--- src/rtl/uP_pkg.sv ---
// Shared definitions for the processor's RAM side: bus widths and the
// RAM bus arbiter state encodings.
package uP_pkg;

    // Default RAM geometry: 4-bit x 4K data RAM.
    localparam int UP_ADDR_W = 12;
    localparam int UP_DATA_W = 4;

    // Width of the external-port starvation counter.
    localparam int UP_WAIT_W = 4;

    // RAM bus arbiter states.
    typedef enum logic [1:0] {
        ARB_IDLE = 2'b00,
        ARB_EXT  = 2'b01,
        ARB_DONE = 2'b10
    } arb_state_t;

endpackage

--- src/rtl/arb_wait_counter.sv ---
// Saturating wait counter for the external port. Counts cycles during which
// the external requester was refused because the core held the RAM.
// Clear has priority over increment; the count never passes i_limit.
module arb_wait_counter
    import uP_pkg::*;
#(
    parameter int W = UP_WAIT_W
) (
    input  logic         clk,
    input  logic         reset,
    input  logic         i_inc,
    input  logic         i_clr,
    input  logic [W-1:0] i_limit,
    output logic [W-1:0] o_cnt,
    output logic         o_sat
);

    logic [W-1:0] r_cnt;
    logic         w_sat;

    assign w_sat = (r_cnt == i_limit);

    // Count refused cycles, clear on request drop or grant, hold at limit.
    always_ff @(posedge clk or posedge reset) begin
        if (reset) begin
            r_cnt <= '0;
        end else if (i_clr) begin
            r_cnt <= '0;
        end else if (i_inc && !w_sat) begin
            r_cnt <= r_cnt + W'(1);
        end
    end

    assign o_cnt = r_cnt;
    assign o_sat = w_sat;

endmodule

--- src/rtl/ram_bus_arbiter.sv ---
// Arbitrates the data RAM between the processor core and an external
// debug/loader port. The core has priority; the external port gets idle
// slots, or after STARVE_LIMIT refused cycles it steals one cycle by
// stalling the core. A DONE cycle after every external access guarantees
// the core at least one slot between external accesses.
//
// External handshake: the requester raises ext_req with ext_we/ext_addr/
// ext_wdata and holds them stable until ext_ack (a one-cycle pulse). It
// drops ext_req in the ack cycle for a single transfer; if ext_req is still
// high in the following IDLE cycle, that is a new request. ext_rdata is
// valid in the ack cycle of a read and holds until the next external read.
module ram_bus_arbiter
    import uP_pkg::*;
#(
    parameter int ADDR_W       = UP_ADDR_W,
    parameter int DATA_W       = UP_DATA_W,
    parameter int STARVE_LIMIT = 3
) (
    input  logic              clk,
    input  logic              reset,
    // Core side
    input  logic              cpu_cs,
    input  logic              cpu_we,
    input  logic [ADDR_W-1:0] cpu_addr,
    input  logic [DATA_W-1:0] cpu_wdata,
    output logic [DATA_W-1:0] cpu_rdata,
    output logic              cpu_stall,
    // External requester side
    input  logic              ext_req,
    input  logic              ext_we,
    input  logic [ADDR_W-1:0] ext_addr,
    input  logic [DATA_W-1:0] ext_wdata,
    output logic              ext_ack,
    output logic [DATA_W-1:0] ext_rdata,
    // RAM side
    output logic              ram_cs,
    output logic              ram_we,
    output logic [ADDR_W-1:0] ram_addr,
    output logic [DATA_W-1:0] ram_wdata,
    input  logic [DATA_W-1:0] ram_rdata,
    // Debug visibility
    output logic [1:0]        o_dbg_state,
    output logic [UP_WAIT_W-1:0] o_dbg_wait_cnt
);

    localparam logic [UP_WAIT_W-1:0] LIMIT = UP_WAIT_W'(STARVE_LIMIT);

    arb_state_t          r_state;
    logic                r_ext_we;
    logic [ADDR_W-1:0]   r_ext_addr;
    logic [DATA_W-1:0]   r_ext_wdata;
    logic                r_ext_ack;
    logic [DATA_W-1:0]   r_ext_rdata;

    logic                w_idle;
    logic                w_in_ext;
    logic                w_sat;
    logic                w_grant;
    logic                w_wait_inc;
    logic                w_wait_clr;
    logic [UP_WAIT_W-1:0] w_wait_cnt;

    assign w_idle   = (r_state == ARB_IDLE);
    assign w_in_ext = (r_state == ARB_EXT);

    // The core wins a simultaneous request unless the requester has
    // already waited STARVE_LIMIT cycles.
    assign w_grant    = w_idle && ext_req && (!cpu_cs || w_sat);
    assign w_wait_inc = w_idle && ext_req && !w_grant;
    assign w_wait_clr = !ext_req || w_grant;

    arb_wait_counter #(
        .W (UP_WAIT_W)
    ) u_wait_counter (
        .clk     (clk),
        .reset   (reset),
        .i_inc   (w_wait_inc),
        .i_clr   (w_wait_clr),
        .i_limit (LIMIT),
        .o_cnt   (w_wait_cnt),
        .o_sat   (w_sat)
    );

    // Arbiter FSM with request latch, registered ack and ext read data.
    always_ff @(posedge clk or posedge reset) begin
        if (reset) begin
            r_state     <= ARB_IDLE;
            r_ext_we    <= 1'b0;
            r_ext_addr  <= '0;
            r_ext_wdata <= '0;
            r_ext_ack   <= 1'b0;
            r_ext_rdata <= '0;
        end else begin
            r_ext_ack <= 1'b0;
            case (r_state)
                ARB_IDLE: begin
                    if (w_grant) begin
                        r_ext_we    <= ext_we;
                        r_ext_addr  <= ext_addr;
                        r_ext_wdata <= ext_wdata;
                        r_state     <= ARB_EXT;
                    end
                end
                ARB_EXT: begin
                    if (!r_ext_we) begin
                        r_ext_rdata <= ram_rdata;
                    end
                    r_ext_ack <= 1'b1;
                    r_state   <= ARB_DONE;
                end
                ARB_DONE: begin
                    r_state <= ARB_IDLE;
                end
                default: begin
                    r_state <= ARB_IDLE;
                end
            endcase
        end
    end

    // RAM mux: the core drives the RAM except during the external access cycle.
    always_comb begin
        ram_cs    = cpu_cs;
        ram_we    = cpu_we;
        ram_addr  = cpu_addr;
        ram_wdata = cpu_wdata;
        if (w_in_ext) begin
            ram_cs    = 1'b1;
            ram_we    = r_ext_we;
            ram_addr  = r_ext_addr;
            ram_wdata = r_ext_wdata;
        end
    end

    // A core access that collides with the external cycle is replayed next cycle.
    assign cpu_stall = w_in_ext && cpu_cs;
    assign cpu_rdata = ram_rdata;

    assign ext_ack   = r_ext_ack;
    assign ext_rdata = r_ext_rdata;

    assign o_dbg_state    = r_state;
    assign o_dbg_wait_cnt = w_wait_cnt;

endmodule

--- config.mk ---
export PLATFORM = sky130hd
export DESIGN_NAME = ram_bus_arbiter
export DESIGN_NICKNAME = d
export VERILOG_FILES = /design/src/rtl/uP_pkg.sv /design/src/rtl/arb_wait_counter.sv /design/src/rtl/ram_bus_arbiter.sv
export SDC_FILE = /design/constraint.sdc
export NUM_CORES = 1
export LEC_CHECK = 0
export CAP_MARGIN = 5
export CORE_AREA = 2 2 68 70
export CTS_CLUSTER_SIZE = 10
export DETAILED_ROUTE_END_ITERATION = 6
export DIE_AREA = 0 0 70 72
export PLACE_DENSITY = 0.85
export SLEW_MARGIN = 15
export SYNTH_ARGS = -nofsm -noshare
export SYNTH_HDL_FRONTEND = slang
export SYNTH_HIERARCHICAL = 1
export SYNTH_SLANG_ARGS = --single-unit
--- constraint.sdc ---
create_clock -name clk -period 1.9 [get_ports clk]
set_input_delay 0.285 -clock clk [delete_from_list [all_inputs] [get_ports clk]]
set_output_delay 0.285 -clock clk [all_outputs]
set_load 0.05 [all_outputs]
# [Word-level counts from Yosys, hierarchy flattened]
# Index checks and enable logic that the tools add are counted.
[classes] add_sub_neg=1 eq_ne=3 n_mux=9 bitwise=1 n_reduce_logical=15
[ops] op="12-bit two-way mux" n=1
[ops] op="4-bit two-way mux" n=3
[ops] op="1-bit logical AND" n=5
[ops] op="4-bit by 1-bit adder with 4-bit output (second input constant)" n=1
[ops] op="4-bit by 2-bit == test with 1-bit output (second input constant)" n=1
[ops] op="1-bit logical NOT" n=4
[ops] op="2-bit case mux with 2 select lines" n=1
[ops] op="2-bit AND reduction" n=2
[ops] op="1-bit two-way mux" n=3
[ops] op="2-bit by 1-bit == test with 1-bit output (second input constant)" n=1
[ops] op="2-bit logical NOT" n=1
[ops] op="1-bit logical OR" n=2
[ops] op="2-bit two-way mux" n=1
[ops] op="2-bit by 1-bit inequality test with 1-bit output (second input constant)" n=1
[ops] op="2-bit nonzero test" n=1
[ops] op="1-bit inverter" n=1
[totals] ff_bits=28 in_bits=42 word_cells=36

# [Longest topological paths before layout]
[logic_depth] ltp_word=8 mapped_depth=7 depth_no_buf=7

# [Hierarchy]
# Netlist, hierarchy kept.
[modules_own_cells] module="ram_bus_arbiter" instances=1 cells_per_inst=121 area_per_inst_um2=1206.2 seq_area_each_um2=600.6
[modules_own_cells] module="arb_wait_counter" instances=1 cells_per_inst=24 area_per_inst_um2=260.2 seq_area_each_um2=100.1

# [Worst setup path before layout]
# No wires, ideal clock.
[synth_path] path_type="flip-flop to flip-flop" startpoint="reg u_wait_counter.r_cnt[2], in the netlist u_wait_counter/o_cnt[2]" endpoint="reg u_wait_counter.r_cnt[3], in the netlist u_wait_counter/o_cnt[3]" arrival_ns=2.014 required_ns=1.823 path_slack_ns=-0.191 stages_incl_launch_ff=8 path_buffers=0 period_less_slack_ns=2.091 cell_sequence="dfrtp_1 -> xor2_1 -> nor4_1 -> nand2b_1 -> nor2_1 -> o41ai_4 -> or3_1 -> a21oi_1"
[synth_via] elab_chain_len=7
[synth_rtl] item="start: declaration" line_no="arb_wait_counter.sv:18" rtl="logic [W-1:0] r_cnt;"
[synth_rtl] item="start signal: assignment" line_no="arb_wait_counter.sv:30" rtl="r_cnt <= r_cnt + W'(1);"
[synth_rtl] item="4-bit by 2-bit == test with 1-bit output" line_no="arb_wait_counter.sv:21" rtl="assign w_sat = (r_cnt == i_limit);"
[synth_rtl] item="via w_sat" line_no="ram_bus_arbiter.sv:57" rtl="logic w_sat;"
[synth_rtl] item="1-bit logical OR" line_no="ram_bus_arbiter.sv:68" rtl="assign w_grant = w_idle && ext_req && (!cpu_cs || w_sat);"
[synth_rtl] item="1-bit logical AND" line_no="ram_bus_arbiter.sv:68"
[synth_rtl] item="1-bit logical NOT" line_no="ram_bus_arbiter.sv:69" rtl="assign w_wait_inc = w_idle && ext_req && !w_grant;"
[synth_rtl] item="1-bit logical AND" line_no="ram_bus_arbiter.sv:69"
[synth_rtl] item="via w_wait_inc" line_no="ram_bus_arbiter.sv:59" rtl="logic w_wait_inc;"
[synth_rtl] item="1-bit logical AND" line_no="arb_wait_counter.sv:29" rtl="end else if (i_inc && !w_sat) begin"
[synth_rtl] item="2-bit nonzero test (no source line)"
# The timed path passes the listed nets, and every way through them passes these cells. The select of a mux whose other input is x is not followed.
# A chain may end at the register's enable or synchronous reset.

# [Final worst setup path]
[layout_path] startpoint="reg r_state[0], in the netlist o_dbg_state[0]" endpoint="out o_dbg_state[0]"
[layout_lines] item="start: declaration" line_no="ram_bus_arbiter.sv:48" rtl="arb_state_t r_state;"
[layout_lines] item="start signal: assignment" line_no="ram_bus_arbiter.sv:87" rtl="r_state <= ARB_IDLE;"
[layout_lines] item="start signal: assignment" line_no="ram_bus_arbiter.sv:101" rtl="r_state <= ARB_EXT;"
[layout_lines] item="start signal: assignment" line_no="ram_bus_arbiter.sv:109" rtl="r_state <= ARB_DONE;"
[layout_lines] item="end: declaration" line_no="ram_bus_arbiter.sv:42" rtl="output logic [1:0] o_dbg_state,"
# No word-level cell between the ends.

==> results.txt <==
Status: completed
Clk_skew: 0.00750 ns
Synth top cells by count: nand2_1 (54), dfrtp_1 (28), mux2_2 (13)
Inserted Diodes: 0
Min-Delay Path Class: in2async
CTS tree: yes
Fin crit period: 1.81 ns
Mean post-synth cell area: 10.1 um2
Vias in the first global route: 1,276
Critical path buffer and inverter count: 1
Post-synth cell types: 26
Starting Density: 34.4%
NumNets Final: 270
Detailed-placement wirelength estimate: 2.80 mm
CP max stage cell: clkdlybuf4s50_1
Worst reg2reg path startpoint: u_wait_counter/o_cnt[2]
Largest area contributor in the netlist: dfrtp_1
Slew @ Worst Pin: 0.523 ns
Crit start category: flip-flop
Die area: 0.00504 mm2
Reg power frac: 34.5%
Setup CP Type: reg2out
Placer congestion estimate: 0.774
Site row count: 24
Share of synthesized registers carrying an async set or reset: 100%
Synth area leaders: dfrtp_1 (48%), nand2_1 (14%), mux2_2 (10%)
Seq/Total Area, Yosys: 47.8%
1st-pass router iterations: 3
CTS Buffer Depth: 2
Synth Register Bits: 28
Setup-failing EPs final: 0
CTS H-tree lvls: 1
Die Y: 72 um
Pin count of the biggest net entering global routing: 22
P&R area growth vs syn: 82.5%
Worst Reg-to-Reg Cells: 7
CTS clk-pin slew, worst paths: 0.09 ns
Net Switching: 0.000805 W
R2R Setup Slk: 0.10 ns
Die X: 70 um
Skew-Pair Late Insertion Delay: 0.27 ns
Fin. max-slew vios: 0
Iteration-0 DRC Markers: 41
Worst vdd ir: 0.556 mV
Crit-path cells: clkdlybuf4s50_1
Overall Power: 0.00232 W
Post-Route Utilization: 62.8%
Post-route setup slack: 0.0872 ns
Gate Count Post-Synth: 145
Ports: 76
Syn. warnings: 6
Global-route wire length before repair: 5.87 mm
Most numerous cell in the Yosys netlist: nand2_1
DR vias/cell: 4.45
Clock share of power: 19.6%
DR WL/cell: 12.6 um
Gr usage total: 14.4%
Peak Freq: 552 MHz
Setup WS pre-CTS: -0.0258 ns
Worst-path fanout max: 3
Combinational power share: 45.9%
Slew HR: 65.0%
CTS root buf: clkbuf_8
Num CTS Buffers: 3
WP data arrival: 1.53 ns
EDFF count, synth: 0
Syn Std Cell Area: 0.00147 mm2
Post-Route WL: 3.50 mm
Vias: 1,236
LEAKAGE: 1.27 nW
Ys flop type: dfrtp_1
Initial antenna violation count: 0
Top-area cell type share of the netlist area: 47.8%
Sw Share: 34.6%
Worst Path Required: 1.62 ns
Internal: 0.00152 W
Top delay family on crit path: buffers and inverters
Worst R2R End: u_wait_counter/o_cnt[3]
Final Hold Vio Count: 0
Final ANT Viol Nets: 0
Power Density: 869 mW/mm2
Crit-path max cell delay: 0.85 ns
Maxcap violations: 0
Global route overflow: 0
Share of cells above drive strength 1: 32.3%
# clock sinks: 28
DRC viols: 0
CP endpoint kind: output pin
Final worst path period share: 95.4%
I/O Buffers: 75
Core Area: 0.00426 mm2
==> logic make-up after synthesis <==
kind of cell / Yosys count / synth area share [%]
fa+ha+maj: 1 / 0.853
flops: 28 / 47.8
simple gates: 67 / 19.7
xor+xnor: 5 / 3.50
buf+inv: 15 / 5.55
mux: 22 / 18.9
other cells: 2 / 0.512
compound gates: 5 / 3.24
==> cell type report <==
cell class	count	area [um2]
multi-input combinational	104	749
tap	52	65.1
timing repair buffer	83	1050
clock buffer	3	41.3
fill	336	1590
sequential	28	707
clock inverter	1	30.0
inverter	7	28.8
==> power groups by stage <==
| stage | clock [W] | sequential, W | combinational (W) |
|---|---|---|---|
| 6_report | 0.000455 | 0.000802 | 0.00107 |
| 5_1_grt | 0.000493 | 0.000822 | 0.00112 |
| 4_1_cts | 0.000478 | 0.000803 | 0.00106 |
| 3_5_place_dp | 0 | 0.000814 | 0.00106 |
| 3_3_place_gp | 0 | 0.000805 | 0.00104 |
| 2_1_floorplan | 0 | 0.000961 | 0.000449 |
==> worst max path at each step <==
stage / startpoint / to / slack (ns) / cells past startpoint
4_1_cts: u_wait_counter/o_cnt[0] / o_dbg_wait_cnt[0] / 0.008 / 2
5_1_grt: u_wait_counter/o_cnt[2] / u_wait_counter/o_cnt[3] / -0.01 / 7
3_5_place_dp: u_wait_counter/o_cnt[1] / u_wait_counter/o_cnt[3] / -0.03 / 7
6_report: o_dbg_state[0] / o_dbg_state[0] / 0.09 / 1
2_1_floorplan: u_wait_counter/o_cnt[0] / u_wait_counter/o_cnt[3] / -0.01 / 7
3_3_place_gp: u_wait_counter/o_cnt[3] / r_ext_addr[4] / 0.10 / 5
==> cell usage in the layout, fill, tap and decap left out, types with 2 or more instances in the layout <==
master and n:
or3_1 2, conb_1 4, buf_4 7, nor2_1 2, a21oi_1 2, dfrtp_2 5, nor2_4 2, xor2_4 2
nor2_2 2, buf_12 24, mux2_4 8, inv_1 6, clkbuf_8 3, o21ai_0 2, clkdlybuf4s50_1 50, xor2_2 2
dfrtp_1 23, nand2_1 54, mux2_2 13
==> what timing repair did <==
action | CTS | global route
resized for setup | 2 | 7
pin swaps | 0 | 3
hold endpoints to repair | 0 | 0
hold buffers | 0 | 0
setup buffers | 0 | 1
endpoints found under the setup margin | 2 | 38
==> metal layers <==
| metal | wire (um) | vias up | GRT usage (%) |
|---|---|---|---|
| met2 | 1860 | 42 | 26.6 |
| met4 | 6 | 0 | 2.56 |
| met5 | 0 | - | 0 |
| met3 | 192 | 2 | 2.78 |
| li1 | - | 610 | - |
| met1 | 1440 | 582 | 17.9 |
==> stage by stage <==
step                      instances  cell area [um2]  TNS, ns  hold WS [ns]
after floorplan                 147             1510  -0.0126        0.0511
after global placement          273             2550        0         0.488
after detailed placement        273             2550  -0.0258         0.494
after CTS                       277             2620        0         0.219
after global routing            278             2680  -0.0123         0.248
final                           278             2680        0         0.226
==> sequential cells by signal, indices dropped and copies added, names as in the netlist <==
name and cells:
r_ext_addr 12, r_ext_wdata 4, ext_ack 1, r_ext_we 1, o_dbg_state 2, ext_rdata 4, u_wait_counter/o_cnt 4
Note: power is estimated with default switching activity, not from simulation.
